`config.mk`:
```
export PLATFORM = sky130hd
export DESIGN_NAME = i2c_master_ctrl_flat
export DESIGN_NICKNAME = d
export VERILOG_FILES = /design/src/rtl/i2c_master_ctrl_if.sv /design/src/rtl/i2c_master_ctrl.sv /design/src/flat_wrapper.sv
export SDC_FILE = /design/constraint.sdc
export NUM_CORES = 1
export LEC_CHECK = 0
export CORE_UTILIZATION = 30
export CTS_CLUSTER_SIZE = 25
export DETAILED_ROUTE_END_ITERATION = 6
export PLACE_DENSITY = 0.61
export SLEW_MARGIN = 20
export SYNTH_ARGS = -nofsm -noshare
export SYNTH_HDL_FRONTEND = slang
export SYNTH_SLANG_ARGS = --single-unit
```
`constraint.sdc`:
```
create_clock -name clk -period 4.8 [get_ports clk]
set_input_delay 0.48 -clock clk [delete_from_list [all_inputs] [get_ports clk]]
set_output_delay 0.48 -clock clk [all_outputs]
set_load 0.05 [all_outputs]
```
`src/rtl/i2c_master_ctrl_if.sv`:
```
// i2c_master_ctrl_if: host command, SCL generator and pad signals of the I2C master.
// The master modport is the engine's view; the slave modport is the host/pad side.
interface i2c_master_ctrl_if;
    logic        start;
    logic        rw;
    logic [6:0]  addr;
    logic [7:0]  wdata;
    logic        gen_scl;
    logic        gen_half;
    logic        gen_en;
    logic        gen_run;
    logic        gen_idle;
    logic [15:0] gen_limit;
    logic        sda_in;
    logic        sda_oe;
    logic        scl_oe;
    logic        busy;
    logic        done;
    logic        ack_err;
    logic [7:0]  rdata;

    modport master (
        input  start, rw, addr, wdata, gen_scl, gen_half, gen_en, sda_in,
        output gen_run, gen_idle, gen_limit, sda_oe, scl_oe, busy, done, ack_err, rdata
    );

    modport slave (
        output start, rw, addr, wdata, gen_scl, gen_half, gen_en, sda_in,
        input  gen_run, gen_idle, gen_limit, sda_oe, scl_oe, busy, done, ack_err, rdata
    );
endinterface

```
`src/rtl/i2c_master_ctrl.sv`:
```
// i2c_master_ctrl: single-byte I2C master (START, addr+R/W, one data byte, STOP).
// Optional macro I2C_NACK_ABORT_EN: an address NACK skips the data phase and goes to STOP.
module i2c_master_ctrl #(
    parameter logic [15:0] CLK_DIV    = 16'd250,
    parameter logic [15:0] START_HOLD = 16'd125
) (
    input logic               clk,
    input logic               rst_n,
    i2c_master_ctrl_if.master bus
);
    typedef enum logic [3:0] {
        ST_IDLE  = 4'd0,
        ST_START = 4'd1,
        ST_ADDR  = 4'd2,
        ST_ACK_A = 4'd3,
        ST_WRITE = 4'd4,
        ST_ACK_W = 4'd5,
        ST_READ  = 4'd6,
        ST_MNACK = 4'd7,
        ST_STOP  = 4'd8,
        ST_DONE  = 4'd9
    } state_e;

    state_e      state_q,     state_d;
    logic [15:0] cnt_q,       cnt_d;
    logic [2:0]  bit_cnt_q,   bit_cnt_d;
    logic [7:0]  shift_q,     shift_d;
    logic [7:0]  wdata_q,     wdata_d;
    logic        rw_q,        rw_d;
    logic        half_prev_q, half_prev_d;
    logic        phase_q,     phase_d;
    logic        sda_oe_q,    sda_oe_d;
    logic        scl_oe_q,    scl_oe_d;
    logic        gen_run_q,   gen_run_d;
    logic        busy_q,      busy_d;
    logic        done_q,      done_d;
    logic        ack_err_q,   ack_err_d;
    logic [7:0]  rdata_q,     rdata_d;

    logic mid_s;
    logic mid_lo_s;
    logic mid_hi_s;

    // phase_q marks that the current bit was launched on a low phase, so the
    // first SCL high phase after the generator starts is not taken as a sample.
    assign mid_s    = bus.gen_half & ~half_prev_q;
    assign mid_lo_s = mid_s & ~bus.gen_scl;
    assign mid_hi_s = mid_s & bus.gen_scl & phase_q;

    assign bus.gen_run   = gen_run_q;
    assign bus.gen_idle  = 1'b1;
    assign bus.gen_limit = CLK_DIV;
    assign bus.sda_oe    = sda_oe_q;
    assign bus.scl_oe    = scl_oe_q;
    assign bus.busy      = busy_q;
    assign bus.done      = done_q;
    assign bus.ack_err   = ack_err_q;
    assign bus.rdata     = rdata_q;

    // State and datapath registers.
    always_ff @(posedge clk or negedge rst_n) begin
        if (!rst_n) begin
            state_q     <= ST_IDLE;
            cnt_q       <= 16'd0;
            bit_cnt_q   <= 3'd0;
            shift_q     <= 8'd0;
            wdata_q     <= 8'd0;
            rw_q        <= 1'b0;
            half_prev_q <= 1'b0;
            phase_q     <= 1'b0;
            sda_oe_q    <= 1'b0;
            scl_oe_q    <= 1'b0;
            gen_run_q   <= 1'b0;
            busy_q      <= 1'b0;
            done_q      <= 1'b0;
            ack_err_q   <= 1'b0;
            rdata_q     <= 8'd0;
        end else begin
            state_q     <= state_d;
            cnt_q       <= cnt_d;
            bit_cnt_q   <= bit_cnt_d;
            shift_q     <= shift_d;
            wdata_q     <= wdata_d;
            rw_q        <= rw_d;
            half_prev_q <= half_prev_d;
            phase_q     <= phase_d;
            sda_oe_q    <= sda_oe_d;
            scl_oe_q    <= scl_oe_d;
            gen_run_q   <= gen_run_d;
            busy_q      <= busy_d;
            done_q      <= done_d;
            ack_err_q   <= ack_err_d;
            rdata_q     <= rdata_d;
        end
    end

    // Next-state and output logic of the protocol FSM.
    always_comb begin
        state_d     = state_q;
        cnt_d       = cnt_q;
        bit_cnt_d   = bit_cnt_q;
        shift_d     = shift_q;
        wdata_d     = wdata_q;
        rw_d        = rw_q;
        sda_oe_d    = sda_oe_q;
        gen_run_d   = gen_run_q;
        busy_d      = busy_q;
        done_d      = 1'b0;
        ack_err_d   = ack_err_q;
        rdata_d     = rdata_q;
        half_prev_d = bus.gen_half;
        scl_oe_d    = bus.gen_en & ~bus.gen_scl;
        if (mid_lo_s) begin
            phase_d = 1'b1;
        end else if (mid_hi_s) begin
            phase_d = 1'b0;
        end else begin
            phase_d = phase_q;
        end

        case (state_q)
            ST_IDLE: begin
                // A start coinciding with the done pulse is dropped on purpose.
                if (bus.start && !done_q) begin
                    shift_d   = {bus.addr, bus.rw};
                    wdata_d   = bus.wdata;
                    rw_d      = bus.rw;
                    busy_d    = 1'b1;
                    ack_err_d = 1'b0;
                    cnt_d     = 16'd0;
                    bit_cnt_d = 3'd0;
                    state_d   = ST_START;
                end else begin
                    state_d   = ST_IDLE;
                end
            end
            ST_START: begin
                sda_oe_d = 1'b1;
                phase_d  = 1'b0;
                if (cnt_q == START_HOLD - 16'd1) begin
                    gen_run_d = 1'b1;
                    cnt_d     = 16'd0;
                    state_d   = ST_ADDR;
                end else begin
                    gen_run_d = 1'b0;
                    cnt_d     = cnt_q + 16'd1;
                end
            end
            ST_ADDR, ST_WRITE: begin
                if (mid_lo_s) begin
                    sda_oe_d = ~shift_q[7];
                end else if (mid_hi_s) begin
                    shift_d   = {shift_q[6:0], 1'b0};
                    bit_cnt_d = bit_cnt_q + 3'd1;
                    if (bit_cnt_q == 3'd7) begin
                        state_d = (state_q == ST_ADDR) ? ST_ACK_A : ST_ACK_W;
                    end else begin
                        state_d = state_q;
                    end
                end else begin
                    sda_oe_d = sda_oe_q;
                end
            end
            ST_ACK_A: begin
                if (mid_lo_s) begin
                    sda_oe_d = 1'b0;
                end else if (mid_hi_s) begin
                    ack_err_d = ack_err_q | bus.sda_in;
                    shift_d   = wdata_q;
`ifdef I2C_NACK_ABORT_EN
                    if (bus.sda_in) begin
                        state_d = ST_STOP;
                    end else if (rw_q) begin
                        state_d = ST_READ;
                    end else begin
                        state_d = ST_WRITE;
                    end
`else
                    if (rw_q) begin
                        state_d = ST_READ;
                    end else begin
                        state_d = ST_WRITE;
                    end
`endif
                end else begin
                    sda_oe_d = sda_oe_q;
                end
            end
            ST_ACK_W: begin
                if (mid_lo_s) begin
                    sda_oe_d = 1'b0;
                end else if (mid_hi_s) begin
                    ack_err_d = ack_err_q | bus.sda_in;
                    state_d   = ST_STOP;
                end else begin
                    sda_oe_d = sda_oe_q;
                end
            end
            ST_READ: begin
                sda_oe_d = 1'b0;
                if (mid_hi_s) begin
                    rdata_d   = {rdata_q[6:0], bus.sda_in};
                    bit_cnt_d = bit_cnt_q + 3'd1;
                    if (bit_cnt_q == 3'd7) begin
                        state_d = ST_MNACK;
                    end else begin
                        state_d = ST_READ;
                    end
                end else begin
                    rdata_d = rdata_q;
                end
            end
            ST_MNACK: begin
                sda_oe_d = 1'b0;
                if (mid_hi_s) begin
                    state_d = ST_STOP;
                end else begin
                    state_d = ST_MNACK;
                end
            end
            ST_STOP: begin
                // SDA is pulled low during SCL low, then released with SCL high.
                if (mid_lo_s) begin
                    sda_oe_d = 1'b1;
                end else if (mid_hi_s) begin
                    sda_oe_d  = 1'b0;
                    gen_run_d = 1'b0;
                    state_d   = ST_DONE;
                end else begin
                    sda_oe_d = sda_oe_q;
                end
            end
            ST_DONE: begin
                done_d  = 1'b1;
                busy_d  = 1'b0;
                state_d = ST_IDLE;
            end
            default: begin
                state_d   = ST_IDLE;
                busy_d    = 1'b0;
                gen_run_d = 1'b0;
                sda_oe_d  = 1'b0;
            end
        endcase
    end
endmodule

```
`src/flat_wrapper.sv`:
```
// flat-port wrapper written by rule: the top's interface ports become plain ports
module i2c_master_ctrl_flat 
#(
    parameter logic [15:0] CLK_DIV    = 16'd250,
    parameter logic [15:0] START_HOLD = 16'd125
)
  (clk, rst_n, bus_start, bus_rw, bus_addr, bus_wdata, bus_gen_scl, bus_gen_half, bus_gen_en, bus_sda_in, bus_gen_run, bus_gen_idle, bus_gen_limit, bus_sda_oe, bus_scl_oe, bus_busy, bus_done, bus_ack_err, bus_rdata);
  i2c_master_ctrl_if bus_i ();
  input logic clk;
  input logic rst_n;
  input wire logic [$bits(bus_i.start)-1:0] bus_start;
  input wire logic [$bits(bus_i.rw)-1:0] bus_rw;
  input wire logic [$bits(bus_i.addr)-1:0] bus_addr;
  input wire logic [$bits(bus_i.wdata)-1:0] bus_wdata;
  input wire logic [$bits(bus_i.gen_scl)-1:0] bus_gen_scl;
  input wire logic [$bits(bus_i.gen_half)-1:0] bus_gen_half;
  input wire logic [$bits(bus_i.gen_en)-1:0] bus_gen_en;
  input wire logic [$bits(bus_i.sda_in)-1:0] bus_sda_in;
  output wire logic [$bits(bus_i.gen_run)-1:0] bus_gen_run;
  output wire logic [$bits(bus_i.gen_idle)-1:0] bus_gen_idle;
  output wire logic [$bits(bus_i.gen_limit)-1:0] bus_gen_limit;
  output wire logic [$bits(bus_i.sda_oe)-1:0] bus_sda_oe;
  output wire logic [$bits(bus_i.scl_oe)-1:0] bus_scl_oe;
  output wire logic [$bits(bus_i.busy)-1:0] bus_busy;
  output wire logic [$bits(bus_i.done)-1:0] bus_done;
  output wire logic [$bits(bus_i.ack_err)-1:0] bus_ack_err;
  output wire logic [$bits(bus_i.rdata)-1:0] bus_rdata;
  assign bus_i.start = bus_start;
  assign bus_i.rw = bus_rw;
  assign bus_i.addr = bus_addr;
  assign bus_i.wdata = bus_wdata;
  assign bus_i.gen_scl = bus_gen_scl;
  assign bus_i.gen_half = bus_gen_half;
  assign bus_i.gen_en = bus_gen_en;
  assign bus_i.sda_in = bus_sda_in;
  assign bus_gen_run = bus_i.gen_run;
  assign bus_gen_idle = bus_i.gen_idle;
  assign bus_gen_limit = bus_i.gen_limit;
  assign bus_sda_oe = bus_i.sda_oe;
  assign bus_scl_oe = bus_i.scl_oe;
  assign bus_busy = bus_i.busy;
  assign bus_done = bus_i.done;
  assign bus_ack_err = bus_i.ack_err;
  assign bus_rdata = bus_i.rdata;
  i2c_master_ctrl #(.CLK_DIV(CLK_DIV), .START_HOLD(START_HOLD)) u_core (.clk(clk), .rst_n(rst_n), .bus(bus_i));
endmodule
```
Yosys cells after proc, flatten, opt, wreduce, memory -nomap -nowiden. Cells that the tools add are included.

Bits in registers: 56. Bits of input ports: 23. Output and inout bits: 31. Word-level logic and storage cells: 126.

$add $sub $neg: 2. Equality and inequality tests: 28. Muxes and demuxes: 46. Bitwise gates (word level): 12. Reductions and logical operators: 23.

Operators with widths (count): two-way mux 4 bit (12); two-way mux 8 bit (5); two-way mux 16 bit (2); one-hot mux 16 bit (2 select lines) (1); one-hot mux 4 bit (8 select lines) (1); one-hot mux 8 bit (3 select lines) (1); != test 2 x 1 -> 1 bit, second input constant (11); adder 16 x 1 -> 16 bit, second input constant (1); == test 16 x 7 -> 1 bit, second input constant (1); == test 4 x 3 -> 1 bit, second input constant (4); OR reduction 8 bit (2); two-way mux 1 bit (14); two-way mux 3 bit (4); AND reduction 11 bit (1); != test 2 bit, second input constant (5); one-hot mux 3 bit (3 select lines) (1); nonzero test 3 bit (3); == test 4 x 2 -> 1 bit, second input constant (2); == test 4 bit, second input constant (2); AND reduction 2 bit (4); AND reduction 4 bit (2); NOT 1 bit (6); AND reduction 3 bit (2); AND reduction 6 bit (1); 15 further kinds (23).

Logic depth before layout (Yosys ltp).
Depth after elaboration: 7. Mapped depth: 9. Depth with buffers taken out: 7.

Least setup slack after synthesis. OpenSTA, ideal clock, no wires.

Path kind: flip-flop to flip-flop. From: register u_core.cnt_q[0]. To: register u_core.cnt_q[7]. Setup time: 0.082 ns. Data arrival time: 1.789 ns. Required time: 4.718 ns. Slack: 2.929 ns. Cell stages (with the launch flop): 10. Buffers on the path: 2. Clock period less this slack: 1.871 ns. Cells stage by stage: dfrtp_1 > inv_1 > ha_1 > nor4b_1 > and4_1 > clkbuf_1 > nor2_1 > buf_2 > a21oi_1 > a31oi_1.

Longest elaborated chain between the ends: 3. Elaborated cells on any way between the ends: 4. Classes of those cells: add/sub: 1; eq/ne: 1; mux: 2.

Ends and longest elaborated chain: start: declaration (line i2c_master_ctrl.sv:25) `logic [15:0] cnt_q, cnt_d;`; start signal: assignment (line i2c_master_ctrl.sv:80) `cnt_q <= cnt_d;`; adder 16 x 1 -> 16 bit / == test 16 x 7 -> 1 bit (equally long branches) (line i2c_master_ctrl.sv:146, i2c_master_ctrl.sv:140); two-way mux 16 bit (*) (line i2c_master_ctrl.sv:140) `if (cnt_q == START_HOLD - 16'd1) begin`; one-hot mux 16 bit (2 select lines) (*) (line i2c_master_ctrl.sv:121) `case (state_q)`.

Mark *: on every way between the ends. The rest lies on a longest branch, timed or not. A chain may end at the register's enable or synchronous reset.

Worst setup path in the final report.
From: register u_core.state_q[1]. To: register u_core.cnt_q[2].

Longest elaborated chain between the ends: 3. Elaborated cells on any way between the ends: 6. Classes of those cells: eq/ne: 2; mux: 1; reduce/logical: 3.

Ends and longest elaborated chain: start: declaration (line i2c_master_ctrl.sv:24) `state_e state_q, state_d;`; start signal: assignment (line i2c_master_ctrl.sv:79) `state_q <= state_d;`; == test 4 x 1 -> 1 bit / zero test 4 bit (equally long branches) (line i2c_master_ctrl.sv:121); nonzero test 2 bit (no line) / != test 2 x 1 -> 1 bit (equally long branches); AND reduction 2 bit (no line).

Parallel ways exist; a longest one is shown, timed or not.

==> impl_summary.md <==
Status
The flow ran to the end, and the final reports show no timing, DRC or antenna violations.

Worst setup path
The worst setup path is captured at a flip-flop. The critical path goes through or3_1 > or3_1 > nand2_1 > o21ai_0 > a21o_1. The arrival time of data at the critical path endpoint is 2.84 ns. The slowest cell on the critical path is sky130_fd_sc_hd__or3_1. The most frequent cell on the critical path is sky130_fd_sc_hd__or3_1.

The reg2reg setup slack is 2.18 ns. The type of the worst setup path is flip-flop to flip-flop. For the worst setup path, the data required time is 5.02 ns.

In this run the worst path has a maximum fanout of 15. The type of element launching the critical path is a flip-flop. On the worst path, the slowest cell contributes a delay of 0.67 ns.

Timing
The ratio of final minimum period to clock period is 54.7%. Setup repair after global routing left no endpoint under its margin. The upper clock frequency limit is 0.381 GHz. For the final database, setup skew stands at 0.00873 ns. On the final layout, the worst hold slack is 0.301 ns. Headroom to the max-slew limit came out at 29.3%. The total negative setup slack is 0 ns.

The number of setup violations in the final report is 0. The transition time at the pin with the least slew margin is 1.06 ns. The max-slew violation total from the final report is 0. The number of hold violations in the final report came to 0. For the finished layout, the period the worst path requires is 2.62 ns.

Clock network
The H-tree generated during clock tree synthesis spans 2 levels. The number of buffers added to fix hold violations after cts is 0. The deepest clock path buffer count is 2.

The TritonCTS clock tree is done. The count of buffers added by post-CTS timing repair for setup is 0. The count of instances resized after the clock tree is built is 0. The root cell of the clock tree is sky130_fd_sc_hd__clkbuf_8. The clock transition at the registers of the reported paths is 0.11 ns. Buffers inserted during clock tree synthesis total 5. At the later pin of the worst-skew pair, clock insertion delay measures 0.32 ns. The clock drives 56 sinks.

Route
The first detailed-routing pass took 4 iterations. The detail route stage leaves a number of antenna-violating nets equal to 0. The violation count after the first detailed-route iteration is 154. The mean number of vias per cell is 5.12. Wires add up to 6.93 mm. The wire length per cell is 14.1 um. The total DRC errors in the routed layout is 0. The via count is 2509.

Final layout
At the end of the flow the core is filled with cells to 36.3%. For this run, the post-layout net count is 383. The repair_antennas step left the layout with diodes totalling 0. In the final layout, the share of cells above drive strength 1 is 12.0%.

The area added between synthesis and finish is 15.4%. The library cell used most frequently in the layout, excluding fill and tap cells, is sky130_fd_sc_hd__dfrtp_1. In the layout the commonest cells are 56 x sky130_fd_sc_hd__dfrtp_1, 35 x sky130_fd_sc_hd__clkdlybuf4s50_1, 27 x sky130_fd_sc_hd__nor2_1, 27 x sky130_fd_sc_hd__a21oi_1, 25 x sky130_fd_sc_hd__mux2_2.

Worst hold path
The path class of the tightest hold or removal check is input port to async pin.

Die
The effective utilization at floorplan is 31.5%. The full die area is 10800 um^2. The horizontal die dimension is 104 um. The floorplan has 36 rows. Pin placement for this block handled 54 I/O pins. The core region is 9910 um^2. From bottom edge to top edge, the die measures 104 um.

Power and ir drop
For this design the static power due to leakage is 0.00154 uW. The largest vdd supply drop is 0.214 mV. For this design the ratio of total power to cell area is 496 nW/um^2.

GRT
The number of antenna violations at the first check in global routing is 0. The sum of overflow across all layers after global routing is 0. The first global-routing pass estimated 11.6 mm of wire. The largest net degree at the start of global routing is 57. The number of global-route vias before repair is 2304. The overall routing resource usage is 13.3%.

Synth
The number of flip-flops and latches in the synthesized netlist is 56. In this run, synthesis inferred 0 flip-flops with an integrated enable. The dominant register cell in the synthesized netlist is sky130_fd_sc_hd__dfrtp_1. The count of synthesis-stage warnings from yosys is 0. The count of cell types in the netlist is 49. The proportion of synthesized flip-flops having asynchronous set or reset is 100%. The share of the yosys chip area belonging to registers is 44.9%. Synthesis produced a netlist whose cell count is 329. The post-synth design cell area is 3120 um^2.

The average size of a mapped cell is 9.48 um^2.

Placement
The detailed placement HPWL is 4.74 mm. Routability-driven placement finished with a final weighted congestion of 0.869. The number of buffers added on ports is 36.

Flow run
Across the run, the number of max-cap violations was 0.
## cell type report
type | instances | area (um^2)
timing repair buffer | 39 | 378
tap | 133 | 166
clock inverter | 3 | 22.5
multi-input combinational | 243 | 1520
sequential | 56 | 1400
fill | 1029 | 6310
clock buffer | 5 | 68.8
inverter | 11 | 41.3
## cell usage after synthesis, types with 5 or more instances
cell type	number	share of area, %
sky130_fd_sc_hd__nor2_1	27	3.2
sky130_fd_sc_hd__o21ai_0	23	3.7
sky130_fd_sc_hd__nor3_1	5	0.80
sky130_fd_sc_hd__and3_1	7	1.4
sky130_fd_sc_hd__inv_1	11	1.3
sky130_fd_sc_hd__buf_4	19	4.6
sky130_fd_sc_hd__a22oi_1	7	1.7
sky130_fd_sc_hd__nand2_1	21	2.5
sky130_fd_sc_hd__a21oi_1	27	4.3
sky130_fd_sc_hd__mux2_2	25	9.0
sky130_fd_sc_hd__nand3_1	8	1.3
sky130_fd_sc_hd__a31oi_1	12	2.4
sky130_fd_sc_hd__clkbuf_1	9	1.1
sky130_fd_sc_hd__nand4_1	7	1.4
sky130_fd_sc_hd__dfrtp_1	56	45
## per-stage QoR
step	std cells	setup slack, ns	cell area (um^2)	power [uW]
2_1_floorplan	344	2.93	3180	1350
3_3_place_gp	482	2.18	3510	1500
3_5_place_dp	482	2.16	3510	1520
4_1_cts	490	2.15	3600	1800
5_1_grt	490	1.97	3600	1930
6_report	490	2.18	3600	1790
## per-layer routing
| metal | share of wire [%] | vias to the layer above | GRT usage [%] |
|---|---|---|---|
| li1 | - | 1206 | - |
| met1 | 50 | 1227 | 19.1 |
| met2 | 44 | 65 | 19.6 |
| met3 | 3.8 | 11 | 2.13 |
| met4 | 2.3 | 0 | 5.51 |
| met5 | 0 | - | 0 |
## final timing paths
check                                         startpoint                       endpoint  depth (start not counted)
setup / recovery           u_core.state_q[1]$_DFFE_PN0P_    u_core.cnt_q[2]$_DFFE_PN0P_                          5
hold / removal                                     rst_n   u_core.cnt_q[15]$_DFFE_PN0P_                          2
setup reg to reg           u_core.state_q[1]$_DFFE_PN0P_    u_core.cnt_q[2]$_DFFE_PN0P_                          5
hold reg to reg            u_core.wdata_q[1]$_DFFE_PN0P_  u_core.wdata_q[1]$_DFFE_PN0P_                          1
max in group asynchronous                          rst_n        u_core.rw_q$_DFFE_PN0P_                          2
min in group clk           u_core.wdata_q[1]$_DFFE_PN0P_  u_core.wdata_q[1]$_DFFE_PN0P_                          1
## sequential cells by signal, summed over array words and instances, names as in the netlist, 3 cells and up
signal and cells:
u_core.bus.rdata 8, u_core.bit_cnt_q 3, u_core.cnt_q 16, u_core.wdata_q 8
u_core.shift_q 8, u_core.state_q 4
## cells by family (layout without fill, tap and decap cells)
logic type / after synthesis / after routing / synth area share, %
compound gates: 90 / 90 / 17.6
flops: 56 / 56 / 44.9
buf+inv: 45 / 58 / 8.10
simple gates: 104 / 104 / 17.5
fa+ha+maj: 4 / 4 / 1.60
mux: 28 / 28 / 9.99
other cells: 2 / 17 / 0.241
## worst max-delay path, delay by kind of cell (launching register included)
kind	cells	cell delay, ns
flip-flops	1	0.56
AND/OR/NAND/NOR	3	1.60
AO/OA/AOI/OAI	2	0.36
## power breakdown
part	total (uW)	switching, uW	internal, uW	leakage (uW)
Clock	275	170	105	0.0000485
Sequential	724	126	598	0.000718
Combinational	788	467	321	0.000770
Note: power is estimated with default switching activity, not from simulation.
